### src/rtl/fft_pkg.sv
// Shared types and helpers for the radix-2 DIT FFT stage sequencer.
package fft_pkg;

    typedef enum logic [1:0] {
        IDLE = 2'd0,
        RUN  = 2'd1,
        GAP  = 2'd2,
        DONE = 2'd3
    } fft_state_t;

    localparam int LOG2N_MIN     = 2;
    localparam int LOG2N_MAX     = 10;
    localparam int STAGE_GAP_MAX = 15;

    function automatic int fft_clog2(input int v);
        int r;
        r = 0;
        for (int i = 0; i < 31; i++) begin
            if ((1 << i) < v) r = i + 1;
        end
        return r;
    endfunction

    function automatic int fft_stg_w(input int log2n);
        return (fft_clog2(log2n) > 1) ? fft_clog2(log2n) : 1;
    endfunction

endpackage

### src/rtl/fft_addr_gen.sv
// Combinational (stage, butterfly) -> top/bottom operand address and twiddle index.
module fft_addr_gen
    import fft_pkg::*;
#(
    parameter int LOG2N = 3,
    localparam int STG_W = fft_stg_w(LOG2N)
) (
    input  logic [STG_W-1:0] s,
    input  logic [LOG2N-2:0] b,
    output logic [LOG2N-1:0] top,
    output logic [LOG2N-1:0] bot,
    output logic [LOG2N-2:0] tw
);

    localparam logic [LOG2N-1:0] ONE  = 1;
    localparam logic [LOG2N-2:0] ONES = '1;
    localparam logic [STG_W-1:0] LAST = STG_W'(LOG2N - 1);

    logic [LOG2N-2:0] mask;
    logic [LOG2N-2:0] pos;
    logic [LOG2N-2:0] grp;
    logic [STG_W-1:0] tw_sh;

    always_comb begin
        mask  = ~(ONES << s);
        pos   = b & mask;
        grp   = b >> s;
        // grp occupies the bits above the half-block, so the shifted group cannot overflow N
        top   = ({grp, 1'b0} << s) | {1'b0, pos};
        bot   = top | (ONE << s);
        tw_sh = LAST - s;
        tw    = pos << tw_sh;
    end

endmodule

### src/rtl/fft_stage_sequencer.sv
// Walks every butterfly of a 2^LOG2N-point iterative radix-2 DIT FFT, with
// start/busy/done handshake, stall, inter-stage drain gap and IFFT conjugate flag.
module fft_stage_sequencer
    import fft_pkg::*;
#(
    parameter int LOG2N     = 3,
    parameter int STAGE_GAP = 0,
    localparam int STG_W    = fft_stg_w(LOG2N)
) (
    input  logic             clk2,
    input  logic             rst,
    input  logic             start,
    input  logic             inverse,
    input  logic             stall,
    output logic             busy,
    output logic             sel_valid,
    output logic [LOG2N-1:0] mux_sel1,
    output logic [LOG2N-1:0] mux_sel_bot,
    output logic [LOG2N-2:0] mux_sel2,
    output logic [STG_W-1:0] stage,
    output logic             tw_conj,
    output logic             done
);

    if (LOG2N < LOG2N_MIN || LOG2N > LOG2N_MAX ||
        STAGE_GAP < 0 || STAGE_GAP > STAGE_GAP_MAX) begin : g_bad_param
        $error("fft_stage_sequencer: LOG2N or STAGE_GAP out of range");
    end

    localparam logic [LOG2N-2:0] B_ONE    = 1;
    localparam logic [LOG2N-2:0] B_LAST   = '1;
    localparam logic [STG_W-1:0] S_ONE    = 1;
    localparam logic [STG_W-1:0] S_LAST   = STG_W'(LOG2N - 1);
    localparam logic [3:0]       GAP_LOAD = (STAGE_GAP > 0) ? 4'(STAGE_GAP - 1) : 4'd0;

    fft_state_t       state, state_nx;
    logic [LOG2N-2:0] b_q, b_nx;
    logic [STG_W-1:0] s_q, s_nx;
    logic [3:0]       gap_q, gap_nx;
    logic             inv_q, inv_nx;
    logic             present;

    logic [LOG2N-1:0] top_c, bot_c;
    logic [LOG2N-2:0] tw_c;

    fft_addr_gen #(.LOG2N(LOG2N)) u_addr_gen (
        .s   (s_q),
        .b   (b_q),
        .top (top_c),
        .bot (bot_c),
        .tw  (tw_c)
    );

    always_comb begin
        state_nx = state;
        b_nx     = b_q;
        s_nx     = s_q;
        gap_nx   = gap_q;
        inv_nx   = inv_q;
        present  = 1'b0;
        case (state)
            IDLE: begin
                if (start) begin
                    state_nx = RUN;
                    inv_nx   = inverse;
                    b_nx     = '0;
                    s_nx     = '0;
                end
            end
            RUN: begin
                if (!stall) begin
                    present = 1'b1;
                    if (b_q != B_LAST) begin
                        b_nx = b_q + B_ONE;
                    end else if (s_q != S_LAST) begin
                        b_nx = '0;
                        s_nx = s_q + S_ONE;
                        if (STAGE_GAP > 0) begin
                            state_nx = GAP;
                            gap_nx   = GAP_LOAD;
                        end
                    end else begin
                        state_nx = DONE;
                    end
                end
            end
            GAP: begin
                if (!stall) begin
                    if (gap_q == 4'd0) state_nx = RUN;
                    else               gap_nx   = gap_q - 4'd1;
                end
            end
            DONE:    state_nx = IDLE;
            default: state_nx = IDLE;
        endcase
    end

    always_ff @(posedge clk2 or posedge rst) begin
        if (rst) begin
            state       <= IDLE;
            b_q         <= '0;
            s_q         <= '0;
            gap_q       <= '0;
            inv_q       <= 1'b0;
            busy        <= 1'b0;
            sel_valid   <= 1'b0;
            mux_sel1    <= '0;
            mux_sel_bot <= '0;
            mux_sel2    <= '0;
            stage       <= '0;
            done        <= 1'b0;
        end else begin
            state     <= state_nx;
            b_q       <= b_nx;
            s_q       <= s_nx;
            gap_q     <= gap_nx;
            inv_q     <= inv_nx;
            busy      <= (state == RUN) || (state == GAP);
            sel_valid <= present;
            done      <= (state == DONE);
            // while stalled the pending butterfly is shown but not qualified
            if (state == RUN) begin
                mux_sel1    <= top_c;
                mux_sel_bot <= bot_c;
                mux_sel2    <= tw_c;
                stage       <= s_q;
            end
        end
    end

    assign tw_conj = inv_q;

endmodule

### config.mk
export PLATFORM = sky130hd
export DESIGN_NAME = fft_stage_sequencer
export DESIGN_NICKNAME = d
export VERILOG_FILES = /design/src/rtl/fft_pkg.sv /design/src/rtl/fft_addr_gen.sv /design/src/rtl/fft_stage_sequencer.sv
export SDC_FILE = /design/constraint.sdc
export NUM_CORES = 1
export LEC_CHECK = 0
export CAP_MARGIN = 20
export CORE_MARGIN = 10
export CORE_UTILIZATION = 45
export CTS_CLUSTER_SIZE = 16
export DETAILED_ROUTE_END_ITERATION = 16
export PLACE_DENSITY = 0.69
export RECOVER_POWER = 100
export REMOVE_ABC_BUFFERS = 1
export SLEW_MARGIN = 10
export SYNTH_ARGS = -nofsm -noshare
export SYNTH_HDL_FRONTEND = slang
export SYNTH_SLANG_ARGS = --single-unit
export TNS_END_PERCENT = 20
### constraint.sdc
create_clock -name clk2 -period 2.2 [get_ports clk2]
set_input_delay 0.33 -clock clk2 [delete_from_list [all_inputs] [get_ports clk2]]
set_output_delay 0.33 -clock clk2 [all_outputs]
set_load 0.02 [all_outputs]
==> Word level (Yosys, flattened, before mapping) <==
Index checks and enable logic that the tools add are counted.
{ "word_totals": {"output_inout_bits": 14, "input_bits": 5, "wordCells": 67, "register_bits": 24} }
{ "classes": {"addsub": 4, "mux": 18, "n_eq_ne": 13, "n_bitwise": 6, "reduce_logical": 9, "n_shift": 5} }
{ "op_table": {"columns": ["operator", "n"], "rows": [
  ["$mux 2", 13],
  ["$ne 2x2->1 const B", 9],
  ["$pmux 2 s2", 2],
  ["$pmux 2 s4", 1],
  ["$reduce_and 6->1", 1],
  ["$reduce_and 5->1", 1],
  ["$add 2x1->2 const B", 2],
  ["$eq 2x2->1 const B", 2],
  ["$logic_not 4->1", 1],
  ["$reduce_and 4->1", 1],
  ["$sub 4x1->4 const B", 1],
  ["$ne 3x3->1 const B", 1],
  ["$or 3x2->3", 1],
  ["$or 3x3->3", 1],
  ["$reduce_and 3->1", 1],
  ["$shl 1x2->3 const A", 1],
  ["$shl 3x2->3", 1],
  ["$and 2x2->2", 1],
  ["$eq 2x1->1 const B", 1],
  ["$logic_not 2->1", 1],
  ["$mux 1", 2],
  ["$not 1->1", 2],
  ["$not 2->2", 1],
  ["$reduce_and 2->1", 1],
  ["other kinds (6)", 6]
]} }

==> Logic depth before layout (Yosys ltp) <==
{ "logic_depth": {"word_depth": 5, "mapped_depth": 6, "ltp_nobuf": 6} }

==> Modules after synthesis <==
A second synthesis with hierarchy kept.
{ "unflattened": {"cells_unflattened": 103, "hier_area_um2": 1280.0} }
{ "modules_own_cells": {"columns": ["mod", "area_each_um2", "seq_area_each_um2", "cells_each", "instances"], "rows": [
  ["fft_stage_sequencer", 1161.1, 600.6, 88, 1],
  ["fft_addr_gen", 118.9, 0.0, 15, 1]
]} }

==> Worst setup path after synthesis <==
No wires, ideal clock.
{ "synth_path": {"kind": "register to register", "from": "reg state[0]", "to": "reg state[1]", "stages_incl_launch_ff": 7, "required_time_ps": 2075, "setup_slack_ps": 494, "t_arrival_ps": 1581, "setup_time_ps": 125, "path_buffers": 0, "cell_sequence": "dfrtp_1 -> inv_1 -> ha_1 -> and2b_4 -> a221oi_4 -> o211ai_4 -> mux2_4"} }
{ "synth_via": {"elab_chain_len": 3} }
{ "synth_rtl": {"columns": ["element", "line", "source"], "rows": [
  ["from (decl)", "fft_stage_sequencer.sv:36", "fft_state_t state, state_nx;"],
  ["from (signal assigned)", "fft_stage_sequencer.sv:113", "state <= state_nx;"],
  ["$eq 2x2->1, or another cell as far along", "fft_stage_sequencer.sv:61", "case (state)"],
  ["$ne 2x2->1 (no source line)", null, null],
  ["$reduce_and 6->1 (no source line)", null, null]
]} }
Several ways; a longest one is shown, not always the timed one.
A chain may end at the register's enable or synchronous reset.

==> Final worst setup path <==
Same ends and word-level chain as after synthesis.

==> run_summary.xml <==
<?xml version="1.0" encoding="UTF-8"?>
<metrics>
  <group name="run_status">
    <metric name="result_of_the_run" unit="">complete, no violations</metric>
  </group>
  <group name="setup_path">
    <metric name="cpPeakStageDelay" unit="ns">0.45</metric>
    <metric name="worstSetupEndpointType" unit="">flop</metric>
    <metric name="critical_path.cell_chain" unit="">inv_1 -&gt; ha_1 -&gt; and2b_4 -&gt; a221oi_2 -&gt; o211ai_4 -&gt; mux2_1</metric>
    <metric name="timing.critical_path.from_type" unit="">flop</metric>
    <metric name="crit_fanout" unit="">5</metric>
    <metric name="worst_r2r_path_depth" unit="">6</metric>
    <metric name="crit_type" unit="">reg -&gt; reg</metric>
    <metric name="cp_slowest_cell" unit="">dfrtp_1</metric>
    <metric name="data_required_time_of_the_worst_path" unit="ns">2.41</metric>
    <metric name="critPathArrivalTime" unit="ns">2.17</metric>
  </group>
  <group name="layout">
    <metric name="final_cell_mix" unit="">dfrtp_1 (24), dlygate4sd3_1 (15), inv_1 (12), ha_1 (11)</metric>
    <metric name="area_taken_by_multi_input_logic_gates" unit="um2">556</metric>
    <metric name="post_route_cells_drive_above_1_share" unit="%">12.3</metric>
    <metric name="flow.area_growth_from_synthesis" unit="%">18.4</metric>
    <metric name="ff_latch_area" unit="um2">601</metric>
    <metric name="layout_commonest_cell" unit="">dfrtp_1</metric>
    <metric name="final.fill_count" unit="">253</metric>
    <metric name="nNetsFinal" unit="">147</metric>
    <metric name="diodes" unit="">0</metric>
    <metric name="postLayoutCoreUtil" unit="%">54.8</metric>
    <metric name="final_standard_cell_count_with_taps_included_and_fillers_excluded" unit="">161</metric>
  </group>
  <group name="route">
    <metric name="detail_route.iter0.violations" unit="">55</metric>
    <metric name="drt-total-wl" unit="um">2130</metric>
    <metric name="vias" unit="">815</metric>
    <metric name="first_pass_drt_iterations" unit="">4</metric>
    <metric name="drc_errors" unit="">0</metric>
    <metric name="drtAntennaViolNets" unit="">0</metric>
    <metric name="via_per_instance_ratio" unit="">5.06</metric>
    <metric name="wl_per_cell" unit="um">13.2</metric>
  </group>
  <group name="hold_path">
    <metric name="hp-class" unit="">reg -&gt; reg</metric>
    <metric name="holdPathStages" unit="">1</metric>
  </group>
  <group name="cts">
    <metric name="cts.root.buffer_cell" unit="">clkbuf_4</metric>
    <metric name="clk_pin_slew_worst_paths" unit="ns">0.14</metric>
    <metric name="cts_max_level" unit="">1</metric>
    <metric name="ctsHoldBuffers" unit="">0</metric>
    <metric name="cts_resized" unit="">0</metric>
    <metric name="clock_latency" unit="ns">0.31</metric>
    <metric name="max-clock-path-buffers" unit="">2</metric>
    <metric name="post_cts_setup_repair_bufs" unit="">0</metric>
    <metric name="numCtsBuffers" unit="">3</metric>
    <metric name="tritoncts_clock_tree" unit="">done</metric>
    <metric name="number_of_clock_sinks_seen_by_cts" unit="">24</metric>
  </group>
  <group name="sta">
    <metric name="setup_violations" unit="">0</metric>
    <metric name="fin_setup_tns" unit="ns">0</metric>
    <metric name="setup_repair_after_global_routing_missed_its_margin" unit="">no</metric>
    <metric name="timing_hold_violations_final" unit="">0</metric>
    <metric name="timing.slew.headroom" unit="%">15.5</metric>
    <metric name="timing.final.crit_share" unit="%">89.4</metric>
    <metric name="final.min_clock_period" unit="ns">1.97</metric>
    <metric name="finalHoldWorstSlack" unit="ns">0.505</metric>
    <metric name="clock_skew" unit="ns">0.00708</metric>
    <metric name="timing.final.max_slew_violations" unit="">0</metric>
    <metric name="fmax" unit="MHz">508</metric>
    <metric name="tightest_slew" unit="ns">1.27</metric>
  </group>
  <group name="floorplanning">
    <metric name="die-area" unit="um2">5300</metric>
    <metric name="die_width" unit="um">72.8</metric>
    <metric name="coreArea" unit="um2">2710</metric>
    <metric name="boundaryPins" unit="">19</metric>
    <metric name="initial_core_util" unit="%">46.3</metric>
    <metric name="number_of_rows_in_the_core_area" unit="">19</metric>
    <metric name="die_height" unit="um">72.8</metric>
  </group>
  <group name="place">
    <metric name="placement.io_buffers" unit="">18</metric>
    <metric name="place_hpwl" unit="um">1620</metric>
    <metric name="dp.cells" unit="">157</metric>
    <metric name="gpl_wtd_cong" unit="">0.773</metric>
  </group>
  <group name="synthesis">
    <metric name="synthesis.area_per_instance" unit="um2">11.5</metric>
    <metric name="netlist_area" unit="um2">1250</metric>
    <metric name="postSynthRegisterBits" unit="">24</metric>
    <metric name="synth-warning-count" unit="">0</metric>
    <metric name="synth_sequential_area_ratio" unit="%">47.9</metric>
    <metric name="synthesized_instance_count" unit="">109</metric>
    <metric name="synth.distinct_cells" unit="">31</metric>
  </group>
  <group name="power_and_ir_drop">
    <metric name="total_power" unit="mW">2.20</metric>
    <metric name="power_per_cell_area" unit="nW/um2">1480</metric>
    <metric name="worst_ir_drop_vdd" unit="mV">1.00</metric>
    <metric name="p_leak" unit="nW">0.695</metric>
  </group>
  <group name="global_routing">
    <metric name="grtUsageTotal" unit="%">8.58</metric>
    <metric name="grt_start_max_net_pins" unit="">25</metric>
    <metric name="first_pass_grt_wire_length" unit="um">3700</metric>
    <metric name="gr-total-overflow" unit="">0</metric>
    <metric name="grt_pass1_vias" unit="">839</metric>
    <metric name="antenna_violations_before_repair" unit="">0</metric>
  </group>
  <group name="job">
    <metric name="drv.max_cap_violation_count" unit="">0</metric>
  </group>
</metrics>
-- flip-flops by register name (all words and copies together) (netlist names) --
| name | cells |
|---|---|
| b_q | 2 |
| busy | 1 |
| done | 1 |
| gap_q | 4 |
| mux_sel1 | 3 |
| mux_sel2 | 2 |
| mux_sel_bot | 3 |
| s_q | 2 |
| sel_valid | 1 |
| stage | 2 |
| state | 2 |
| tw_conj | 1 |
-- cell families after synthesis --
group / synth area share, %
buffers and inverters: 6.19
adders and majority gates: 11.0
muxes: 8.98
and+or+nand+nor: 10.4
xor gates and xnor gates: 2.10
AOI/OAI and AO/OA: 13.5
DFF: 47.9
-- through the flow --
| step | area (um2) | setup slack (ns) |
|---|---|---|
| after CTS | 1510 | 0.327 |
| after global routing | 1480 | 0.124 |
| after global placement | 1460 | 0.356 |
| final | 1480 | 0.233 |
| after floorplan | 1220 | 0.421 |
| after detailed placement | 1460 | 0.314 |
-- final cells by class --
class                   count  area share [%]
clock buffers               3            1.52
clock inverters             1            2.02
inverters                  12            3.04
multi-input cells          70            37.4
flip-flops and latches     24            40.5
well taps                  31            2.61
repair buffers             20            12.9
-- power by group --
group	total (mW)	internal, mW	switching [mW]	leakage (nW)
registers	0.765	0.629	0.136	0.301
clock network	0.318	0.184	0.134	0.0279
logic	1.12	0.517	0.598	0.367
total	2.20	1.33	0.868	0.695
-- synth_stat cells --
library cell  count  share of area, %
xnor2_1           3               2.1
mux2_2            6               5.4
a21oi_1           6               2.4
buf_12            1               1.6
o31ai_1           2               1.2
nor3_1            1              0.40
o21ai_0           4               1.6
mux2i_1           3               2.4
ha_1             11                11
nor3b_2           1               1.0
nor2b_1           3               1.5
o211ai_4          1               1.7
a31o_1            1              0.70
nand3b_1          1              0.60
nand2b_1          1              0.50
a22oi_1           1              0.60
dfrtp_1          24                48
buf_2             1              0.40
o211ai_1          1              0.60
a22o_1            1              0.70
nor2_1            8               2.4
a221oi_4          1               2.1
nor3_2            1              0.80
o22ai_1           1              0.50
o32ai_1           1              0.70
inv_1            12               3.6
buf_4             1              0.60
a31o_2            1              0.70
mux2_4            1               1.2
and2b_4           1              0.80
nand2_1           8               2.4
-- worst max-delay path: cells and delay by family (launching register included) --
kind	cells	cell delay, ns
simple gates	1	0.20
mux	1	0.33
compound gates	2	0.52
flops	1	0.45
fa+ha+maj	1	0.26
buf+inv	1	0.10
-- per-layer routing --
metal | global-route usage (%) | vias up | part of all wire [%]
li1 | - | 413 | -
met1 | 9.74 | 388 | 45
met2 | 14.3 | 12 | 49
met3 | 2.86 | 2 | 6.2
met4 | 3.80 | 0 | 0.42
met5 | 0 | - | 0
-- worst paths after layout --
check,start,to,slack [ns]
max,state[0],state[1],0.23
min,gap_q[3],gap_q[3],0.50
max reg2reg,state[0],state[1],0.23
min reg2reg,gap_q[3],gap_q[3],0.50
max in group asynchronous,rst,state[1],0.61
min in group asynchronous,rst,stage[1],0.84
(Power assumes the default switching activity.)
==> RTL edit, RTL diff (same flow settings) <==
Re-encode `fft_state_t` (4 states) as one-hot, 4 bits wide.
--- a/src/rtl/fft_pkg.sv
+++ b/src/rtl/fft_pkg.sv
@@ -2,9 +2,9 @@
 package fft_pkg;
 
-    typedef enum logic [1:0] {
-        IDLE = 2'd0,
-        RUN  = 2'd1,
-        GAP  = 2'd2,
-        DONE = 2'd3
+    typedef enum logic [3:0] {
+        IDLE = 4'b0001,
+        RUN  = 4'b0010,
+        GAP  = 4'b0100,
+        DONE = 4'b1000
     } fft_state_t;
 
Function: same outputs for any inputs over 10 cycles, from zero or initial values and one cycle with rst high; not proved beyond that.
==> RTL edit against the original RTL <==
- design area fell by 21%
- setup slack improved by 0.23 ns
- wire length fell by 9.0%
- utilization rose by 4.4 points
- worst hold slack got worse by 0.028 ns
- sequential cell count fell by 3
- synthesized area fell by 24%
- non-clock buffer count fell by 1
- largest cell class unchanged
- highest routed layer unchanged
Power is not compared: it rests on default switching activity, and its combinational part moved more than twofold at a synthesized area within 25%.
==> RTL edit: results (changes against the original RTL) <==
[setup_path]
critPathMaxStageDelay_ns = 0.66  ; +0.21 ns
slowest_stage = or3b_1
worstPathArrival_ns = 2.00  ; -0.17 ns
cp_max_fo = 22  ; +17

[detailed_routing]
drtIter0Drc = 25  ; -55%
drt_first_pass_iters = 4  ; unchanged
drt-total-wl_um = 1940  ; -9.0%
vias = 726  ; -11%

[synthesis]
synthTopCellsByArea = dfrtp_1 52%, nand2_1 7.1%, ha_1 5.2%
yosys_warnings = 0  ; unchanged
ys_types = 28  ; -9.7%
ys.flop_type = dfrtp_1
synth-xor-area-share_pct = 0  ; -2.1 points
synth_compound_area_share_pct = 14.0  ; +0.57 points
ys_seq_area_share_pct = 55.2  ; +7.3 points
ys_async_sr_fraction_pct = 100  ; unchanged
synth_adder_area_share_pct = 5.25  ; -5.7 points
synth_commonest_cells = 20 x dfrtp_1, 18 x nand2_1, 10 x o21ai_0, 8 x inv_1
synth_mux_area_share_pct = 3.41  ; -5.6 points

[grt]
track_usage_pct = 9.30  ; +0.72 points
met3_usage_pct = 2.88  ; +0.024 points
grt_pass1_wl_um = 3230  ; -13%
met2_usage_pct = 16.2  ; +1.9 points
grt_max_degree = 23  ; -8.0%
met1_usage_pct = 9.39  ; -0.35 points
grt_pass1_vias = 749  ; -11%

[power]
vdd_drop_max_uv = 595
leakage_nw = 0.570

[placement]
dpl_cell_area_um2 = 1160  ; -20%
dp_hpwl_um = 1400  ; -14%
routabilityCongestion = 0.818  ; +5.8%
port_buffers = 18  ; unchanged

[finish]
drive_gt1_share_pct = 5.26  ; -7.0 points
reg_top3 = mux_sel1 (3), mux_sel_bot (3), state (3)
fin_nets = 124  ; -16%

[status]
status = finished, final reports clean

[clock_tree]
clk_pin_slew_ns = 0.12  ; -0.02 ns
clock_latency_ns = 0.31  ; about the same
cts.path.max_buffers = 2  ; unchanged
numCtsBuffers = 3  ; unchanged
cts_root_buffer = clkbuf_4
htree_levels = 1  ; unchanged
ctsResizeCount = 0  ; unchanged

[timing]
slew-limit-headroom_pct = 25.6  ; +10 points
finClkSkew_ns = 0.00542  ; -0.00166 ns

[hold_path]
hold_path.class = register to register

RTL edit: changes by cell type in the layout (fill, tap and decap cells not counted), moves of 2 or more:
cell	before	now
nand2_1	8	18
ha_1	11	4
o21ai_0	4	10
dfrtp_1	24	20
inv_1	12	8
mux2_2	6	2
nor2_1	8	4
a21oi_1	6	3
xnor2_1	3	0
mux2i_1	3	1
nor2b_1	3	1
RTL edit: worst paths after layout:
kind,from,to,slack (ns),depth (start not counted)
worst min register to register,mux_sel2[1],mux_sel2[1],0.48,2
worst max register to register,state[3],s_q[0],0.46,3
worst max-delay path,state[3],s_q[0],0.46,3
worst min-delay path,mux_sel2[1],mux_sel2[1],0.48,2
max in group asynchronous,rst,sel_valid,0.74,3
min in group asynchronous,rst,s_q[1],0.79,3
RTL edit: area by class of cell:
cell class	instances	area, um2
clock inverters	1	5.00
flip-flops and latches	21	527
well taps	27	33.8
repair buffers	19	184
inverters	8	30.0
clock buffers	3	22.5
multi-input cells	62	370
fillers	182	810
RTL edit: cells by family after synthesis:
logic type / count (synthesis)
buffers and inverters: 10
AOI/OAI and AO/OA: 21
and+or+nand+nor: 34
DFF: 21
adders and majority gates: 4
muxes: 3
RTL edit: critical path: cells and delay by family, from the launching register on:
family,cells,cell delay [ns]
flip-flops,1,0.48
multiplexers,1,0.21
AND/OR/NAND/NOR,2,1.00
RTL edit: metrics by stage:
step	total power, W	instances	hold slack [ns]	util (%)	setup slack [ns]
floorplan	0.000789	91	0.306	-	0.882
detailed placement	0.000978	137	0.456	58.5	0.517
global route	0.00118	141	0.509	59.2	0.308
finish	0.00111	141	0.477	59.2	0.459
CTS	0.00117	141	0.348	59.8	0.568
global placement	0.000966	137	0.453	58.5	0.571
RTL edit: power breakdown:
part,switching [W],internal [W],total (W),leakage [nW]
logic,0.000230,0.000164,0.000394,0.272
registers,0.0000558,0.000475,0.000531,0.281
clock network,0.000121,0.0000680,0.000189,0.0177
RTL edit: per-layer routing:
metal,vias to the layer above,wire length (um)
met1,334,838
met3,7,137
li1,365,-
met5,-,0
met2,20,922
met4,0,40
